**src/rtl/usb_pll_pkg.sv**
```systemverilog
// Shared types and default timing constants for the USB PLL lock sequencer.
// Latency: n/a (types, constants and a combinational helper only).
// Backpressure: n/a.
package usb_pll_pkg;

  localparam int DEF_RST_CYCLES          = 16;
  localparam int DEF_LOCK_STABLE_CYCLES  = 64;
  localparam int DEF_LOCK_TIMEOUT_CYCLES = 65536;
  localparam int DEF_MAX_RETRIES         = 3;

  // One-hot encoding: every output is a single state bit or an OR of two,
  // so the reset pins driven off-chip never see a decode glitch.
  typedef enum logic [4:0] {
    ST_HOLD   = 5'b00001,
    ST_WAIT   = 5'b00010,
    ST_STABLE = 5'b00100,
    ST_RUN    = 5'b01000,
    ST_FAIL   = 5'b10000
  } state_t;

  localparam int HOLD_BIT = 0;
  localparam int RUN_BIT  = 3;
  localparam int FAIL_BIT = 4;

  // Retry counter increment that sticks at 15 instead of wrapping.
  function automatic logic [3:0] sat_inc4(input logic [3:0] v);
    return (v == 4'hF) ? v : v + 4'd1;
  endfunction

endpackage

```
**src/rtl/usb_pll_ctrl_sync2.sv**
```systemverilog
// Two-flop synchronizer bringing the asynchronous PLL lock flag into clk.
// Latency: 2 clk cycles from input change to o_q.
// Backpressure: none (level signal, always accepted).
module sync2 (
  input  logic i_clk,
  input  logic i_rst_n,
  input  logic i_d,
  output logic o_q
);

  logic r_meta;
  logic r_sync;

  // Shift the raw level through two flops; both clear to 0 on reset.
  always_ff @(posedge i_clk or negedge i_rst_n) begin
    if (!i_rst_n) begin
      r_meta <= 1'b0;
      r_sync <= 1'b0;
    end else begin
      r_meta <= i_d;
      r_sync <= r_meta;
    end
  end

  assign o_q = r_sync;

endmodule

```
**src/rtl/usb_pll_ctrl.sv**
```systemverilog
// PLL reset/lock sequencer gating the 12 MHz USB domain reset (optional USB_PLL_AUTO_RELOCK_EN).
// Latency: outputs decode directly from state; pll_lock reaches the FSM after 2 cycles.
// Backpressure: none; force_relock is a one-cycle request taking priority over everything.
module usb_pll_ctrl
  import usb_pll_pkg::*;
#(
  parameter int RST_CYCLES          = DEF_RST_CYCLES,
  parameter int LOCK_STABLE_CYCLES  = DEF_LOCK_STABLE_CYCLES,
  parameter int LOCK_TIMEOUT_CYCLES = DEF_LOCK_TIMEOUT_CYCLES,
  parameter int MAX_RETRIES         = DEF_MAX_RETRIES
) (
  input  logic       clk,
  input  logic       resetn,
  input  logic       pll_lock,
  input  logic       force_relock,
  output logic       pll_reset,
  output logic       usb_rst_n,
  output logic       ready,
  output logic       fail,
  output logic [3:0] retry_cnt
);

  localparam int RST_W = $clog2(RST_CYCLES + 1);
  localparam int STB_W = $clog2(LOCK_STABLE_CYCLES + 1);
  localparam int TO_W  = $clog2(LOCK_TIMEOUT_CYCLES + 1);

  localparam logic [RST_W-1:0] RST_LAST = RST_W'(RST_CYCLES - 1);
  localparam logic [STB_W-1:0] STB_LAST = STB_W'(LOCK_STABLE_CYCLES - 1);
  localparam logic [TO_W-1:0]  TO_LAST  = TO_W'(LOCK_TIMEOUT_CYCLES - 1);
  localparam logic [3:0]       RETRY_MAX = 4'(MAX_RETRIES);

  state_t           r_state, w_state_nxt;
  logic [RST_W-1:0] r_rst_cnt, w_rst_cnt_nxt;
  logic [STB_W-1:0] r_stb_cnt, w_stb_cnt_nxt;
  logic [TO_W-1:0]  r_to_cnt, w_to_cnt_nxt;
  logic [3:0]       r_retry, w_retry_nxt;
  logic [3:0]       w_retry_inc;
  logic             w_lock_s;
  logic             w_stable_done;
  logic             w_timeout;

  sync2 u_sync2 (
    .i_clk   (clk),
    .i_rst_n (resetn),
    .i_d     (pll_lock),
    .o_q     (w_lock_s)
  );

  // State and counter registers; reset lands in HOLD with everything cleared.
  always_ff @(posedge clk or negedge resetn) begin
    if (!resetn) begin
      r_state   <= ST_HOLD;
      r_rst_cnt <= '0;
      r_stb_cnt <= '0;
      r_to_cnt  <= '0;
      r_retry   <= '0;
    end else begin
      r_state   <= w_state_nxt;
      r_rst_cnt <= w_rst_cnt_nxt;
      r_stb_cnt <= w_stb_cnt_nxt;
      r_to_cnt  <= w_to_cnt_nxt;
      r_retry   <= w_retry_nxt;
    end
  end

  // Next-state and counter logic; force_relock overrides every transition.
  always_comb begin
    w_state_nxt   = r_state;
    w_rst_cnt_nxt = r_rst_cnt;
    w_stb_cnt_nxt = r_stb_cnt;
    w_to_cnt_nxt  = r_to_cnt;
    w_retry_nxt   = r_retry;
    w_retry_inc   = sat_inc4(r_retry);
    w_stable_done = 1'b0;
    w_timeout     = 1'b0;

    if (force_relock) begin
      w_state_nxt   = ST_HOLD;
      w_rst_cnt_nxt = '0;
      w_stb_cnt_nxt = '0;
      w_to_cnt_nxt  = '0;
      w_retry_nxt   = '0;
    end else begin
      case (r_state)
        ST_HOLD: begin
          if (r_rst_cnt == RST_LAST) begin
            w_state_nxt   = ST_WAIT;
            w_rst_cnt_nxt = '0;
            w_stb_cnt_nxt = '0;
            w_to_cnt_nxt  = '0;
          end else begin
            w_rst_cnt_nxt = r_rst_cnt + RST_W'(1);
          end
        end

        ST_WAIT, ST_STABLE: begin
          w_to_cnt_nxt  = r_to_cnt + TO_W'(1);
          w_stable_done = (r_state == ST_STABLE) && w_lock_s && (r_stb_cnt == STB_LAST);
          w_timeout     = (r_to_cnt == TO_LAST);
          // A lock that completes on the timeout cycle is still a good lock.
          if (w_stable_done) begin
            w_state_nxt   = ST_RUN;
            w_stb_cnt_nxt = '0;
            w_to_cnt_nxt  = '0;
          end else if (w_timeout) begin
            w_retry_nxt   = w_retry_inc;
            w_state_nxt   = (w_retry_inc == RETRY_MAX) ? ST_FAIL : ST_HOLD;
            w_stb_cnt_nxt = '0;
            w_to_cnt_nxt  = '0;
          end else if (r_state == ST_STABLE) begin
            if (w_lock_s) begin
              w_stb_cnt_nxt = r_stb_cnt + STB_W'(1);
            end else begin
              w_stb_cnt_nxt = '0;
              w_state_nxt   = ST_WAIT;
            end
          end else if (w_lock_s) begin
            w_state_nxt   = ST_STABLE;
            w_stb_cnt_nxt = '0;
          end
        end

        ST_RUN: begin
          if (!w_lock_s) begin
`ifdef USB_PLL_AUTO_RELOCK_EN
            w_retry_nxt = w_retry_inc;
            w_state_nxt = (w_retry_inc == RETRY_MAX) ? ST_FAIL : ST_HOLD;
`else
            w_state_nxt = ST_FAIL;
`endif
          end
        end

        ST_FAIL: begin
          w_state_nxt = ST_FAIL;
        end

        default: begin
          w_state_nxt   = ST_HOLD;
          w_rst_cnt_nxt = '0;
          w_stb_cnt_nxt = '0;
          w_to_cnt_nxt  = '0;
        end
      endcase
    end
  end

  assign pll_reset = r_state[HOLD_BIT] | r_state[FAIL_BIT];
  assign usb_rst_n = r_state[RUN_BIT];
  assign ready     = r_state[RUN_BIT];
  assign fail      = r_state[FAIL_BIT];
  assign retry_cnt = r_retry;

endmodule

```
**config.mk**
```make
export PLATFORM = sky130hd
export DESIGN_NAME = usb_pll_ctrl
export DESIGN_NICKNAME = d
export VERILOG_FILES = /design/src/rtl/usb_pll_pkg.sv /design/src/rtl/usb_pll_ctrl_sync2.sv /design/src/rtl/usb_pll_ctrl.sv
export SDC_FILE = /design/constraint.sdc
export NUM_CORES = 1
export LEC_CHECK = 0
export CAP_MARGIN = 15
export CELL_PAD_IN_SITES_DETAIL_PLACEMENT = 1
export CELL_PAD_IN_SITES_GLOBAL_PLACEMENT = 2
export CORE_MARGIN = 2
export CORE_UTILIZATION = 38
export CTS_CLUSTER_SIZE = 14
export DETAILED_ROUTE_END_ITERATION = 10
export GPL_ROUTABILITY_DRIVEN = 0
export GPL_TIMING_DRIVEN = 0
export PLACE_DENSITY = 0.83
export SYNTH_ARGS = -nofsm -noshare
export SYNTH_HDL_FRONTEND = slang
export SYNTH_SLANG_ARGS = --single-unit
```
**constraint.sdc**
```tcl
create_clock -name clk -period 2.73 [get_ports clk]
set_clock_uncertainty 0.2 [all_clocks]
set_input_delay 0.546 -clock clk [delete_from_list [all_inputs] [get_ports clk]]
set_output_delay 0.546 -clock clk [all_outputs]
set_load 0.1 [all_outputs]
```
==> results.cfg <==
[yosys]
synth-xor-area-share = 0.0227
yosysTopAreaCell = dfrtp_1
synth_common_cells = dfrtp_1 (39), nand2_1 (21), nand3_1 (13), nor2_1 (13), o21ai_0 (12)
synth_top_family_by_area = simple AND/OR/NAND/NOR gates
ys_async_sr_fraction = 1.00
netlist_area_sq_um = 2310
netlist_instances = 248
yosysWarnings = 0
yosysMostFrequentCell = dfrtp_1
yosys-top-cells-area = dfrtp_1 (42%), nand2_1 (3.4%), a31oi_1 (3.0%)
ys_seq_area_frac = 0.434
synth_top_area_share = 0.422
syn-num-nets = 256
synth-main-ff-cell = dfrtp_1
synthSimpleGateAreaFrac = 0.267
ys_seq_elements = 40
avgSynthCellArea_sq_um = 9.32
synth_mux_area_frac = 0.0130
synthAdderAreaFrac = 0.0217
synth_edf_count = 0
synth_compound_area_frac = 0.195
ys_types = 54

[cts]
cts_max_path_buffers = 2
cts_made_buffers = 5
cts_tree = done
htree_levels = 2
ctsRootBufferMaster = clkbuf_8
clk_pin_slew_ps = 80
cts.sink_count = 40
insertion_delay_ps = 300

[setup_path]
cp_cell_sequence = buf_4 -> clkdlybuf4s50_1
cp_max_fo = 3
worst_ep_arrival_time_ps = 1880
cp-start-kind = register
cp_slowest_cell = clkdlybuf4s50_1
required_ps = 1980
path_delay_family = buffers and inverters
end_kind = primary output
reg2reg_slack_ps = 130
critPathKind = register to primary output
slowest_delay_ps = 1110
critPathBufInv = 2

[cells_and_area]
final_net_count = 275
area_delta_synth_final_pct = 14.5
drive_above_1_share = 0.146
antenna_cells = 0

[die]
die_x_um = 82.0
coreArea_sq_um = 5890
ios = 12
row_count = 28
die_h_um = 82.0
start_util = 0.393
die_area_sq_um = 6720

[routing]
postRouteWirelength_mm = 5.78
drt_first_iter_violations = 66
viasPerCell = 5.93
first_pass_iters = 4
ant_nets = 0
vias = 2034
wl_per_cell_um = 16.8
route.detailed.drc = 0

[worst_hold_path]
hp-class = register to register

[sta]
rsz0062_at_grt = false
hold_viol = 0
period_minus_slack_ps = 2630
finalSetupViolCount = 0
maxSlewHeadroom = 0.354
post-route-period-util = 0.962
timing.final.ws_setup_ps = 105
slew_violations = 0
whs_ps = 154
fmax_mhz = 381
worst_pin_slew_ps = 968

[power]
irDropWorstVdd_uv = 319
p_leak_nw = 1.13
power_density_nw_per_um2 = 557

[global_route]
grt-busiest-layer = met2
grt_pass1_vias = 2053
grt_antenna_before_repair = 0
grtUsageMet2 = 0.309
grt_max_degree = 32
grt_pass1_wl_mm = 10.2
grtUsageMet1 = 0.276
gr-usage-all-layers = 0.197
use_met3 = 0.0330
grt_overflow = 0

[place]
place_ws_ps = -186
hpwl_mm = 4.17
portBuffers = 10

[status]
status = completed

[job]
max_cap_viol_count = 0
repair_timing:
action                                  CTS  global route
endpoints found under the hold margin     9             0
endpoints found under the setup margin    1            25
resized for setup                         3            15
buffers inserted                          0             0
hold buffers                              1             0
state kept, by name, indices dropped and copies added (netlist names):
signal and count:
r_to_cnt 17, r_stb_cnt 7, r_rst_cnt 5, r_state 5, retry_cnt 4, u_sync2.o_q 1, u_sync2.r_meta 1
report_power, final:
group	switching, mW	total [mW]	leakage [nW]	internal [mW]
clock	0.211	0.391	0.0422	0.180
combinational	0.283	0.429	0.544	0.146
sequential	0.0255	0.654	0.545	0.628
metal layers:
layer / share of wire / routed length, um / vias to the layer above
met1: 0.50 / 2870 / 1029
li1: - / - / 972
met5: 0 / 0 / -
met4: 0.011 / 65 / 0
met3: 0.029 / 165 / 6
met2: 0.46 / 2680 / 27
final cells by class:
class / instances / area (sq um)
plain buffers: 15 / 87.6
multi-input cells: 186 / 1230
well taps: 75 / 93.8
flip-flops and latches: 40 / 1000
repair buffers: 12 / 125
clock inverters: 1 / 5.00
fillers: 694 / 3240
inverters: 7 / 26.3
clock buffers: 7 / 76.3
cells in the final DEF, fill, tap and decap left out, drive strengths merged, types with 5 or more instances in the layout:
| cell | n |
|---|---|
| o21ai | 12 |
| a21oi | 8 |
| and3 | 8 |
| buf | 11 |
| clkdlybuf4s50 | 6 |
| nor2 | 13 |
| inv | 7 |
| nand4 | 8 |
| or2 | 5 |
| nor3 | 8 |
| nand3 | 14 |
| xor2 | 5 |
| a31oi | 11 |
| a22o | 6 |
| dfrtp | 39 |
| nand2 | 21 |
| nor4 | 6 |
| clkbuf | 14 |
logic make-up after synthesis:
family          Yosys count
fa+ha+maj                 4
compound gates           64
flops                    40
buf+inv                  22
mux                       3
simple gates            109
xor+xnor                  6
final timing paths:
check	startpoint	cells after the start	endpoint
setup reg to reg	r_to_cnt[0]	7	r_stb_cnt[2]
max in group asynchronous	resetn	3	r_state[0]
hold reg to reg	u_sync2.r_meta	0	u_sync2.o_q
min in group asynchronous	resetn	2	r_stb_cnt[3]
hold / removal	u_sync2.r_meta	0	u_sync2.o_q
setup / recovery	r_state[3]	2	usb_rst_n
through the flow:
stage / util / instances / total power, mW / setup TNS, ps / instance area [sq um]
2_1_floorplan: - / 248 / 0.965 / 0 / 2310
3_3_place_gp: 0.426 / 333 / 1.08 / -8680 / 2510
3_5_place_dp: 0.429 / 334 / 1.09 / -186 / 2520
4_1_cts: 0.444 / 343 / 1.48 / 0 / 2620
5_1_grt: 0.450 / 343 / 1.57 / 0 / 2650
6_report: 0.450 / 343 / 1.47 / 0 / 2650
Power figures use the tool's default switching activity.
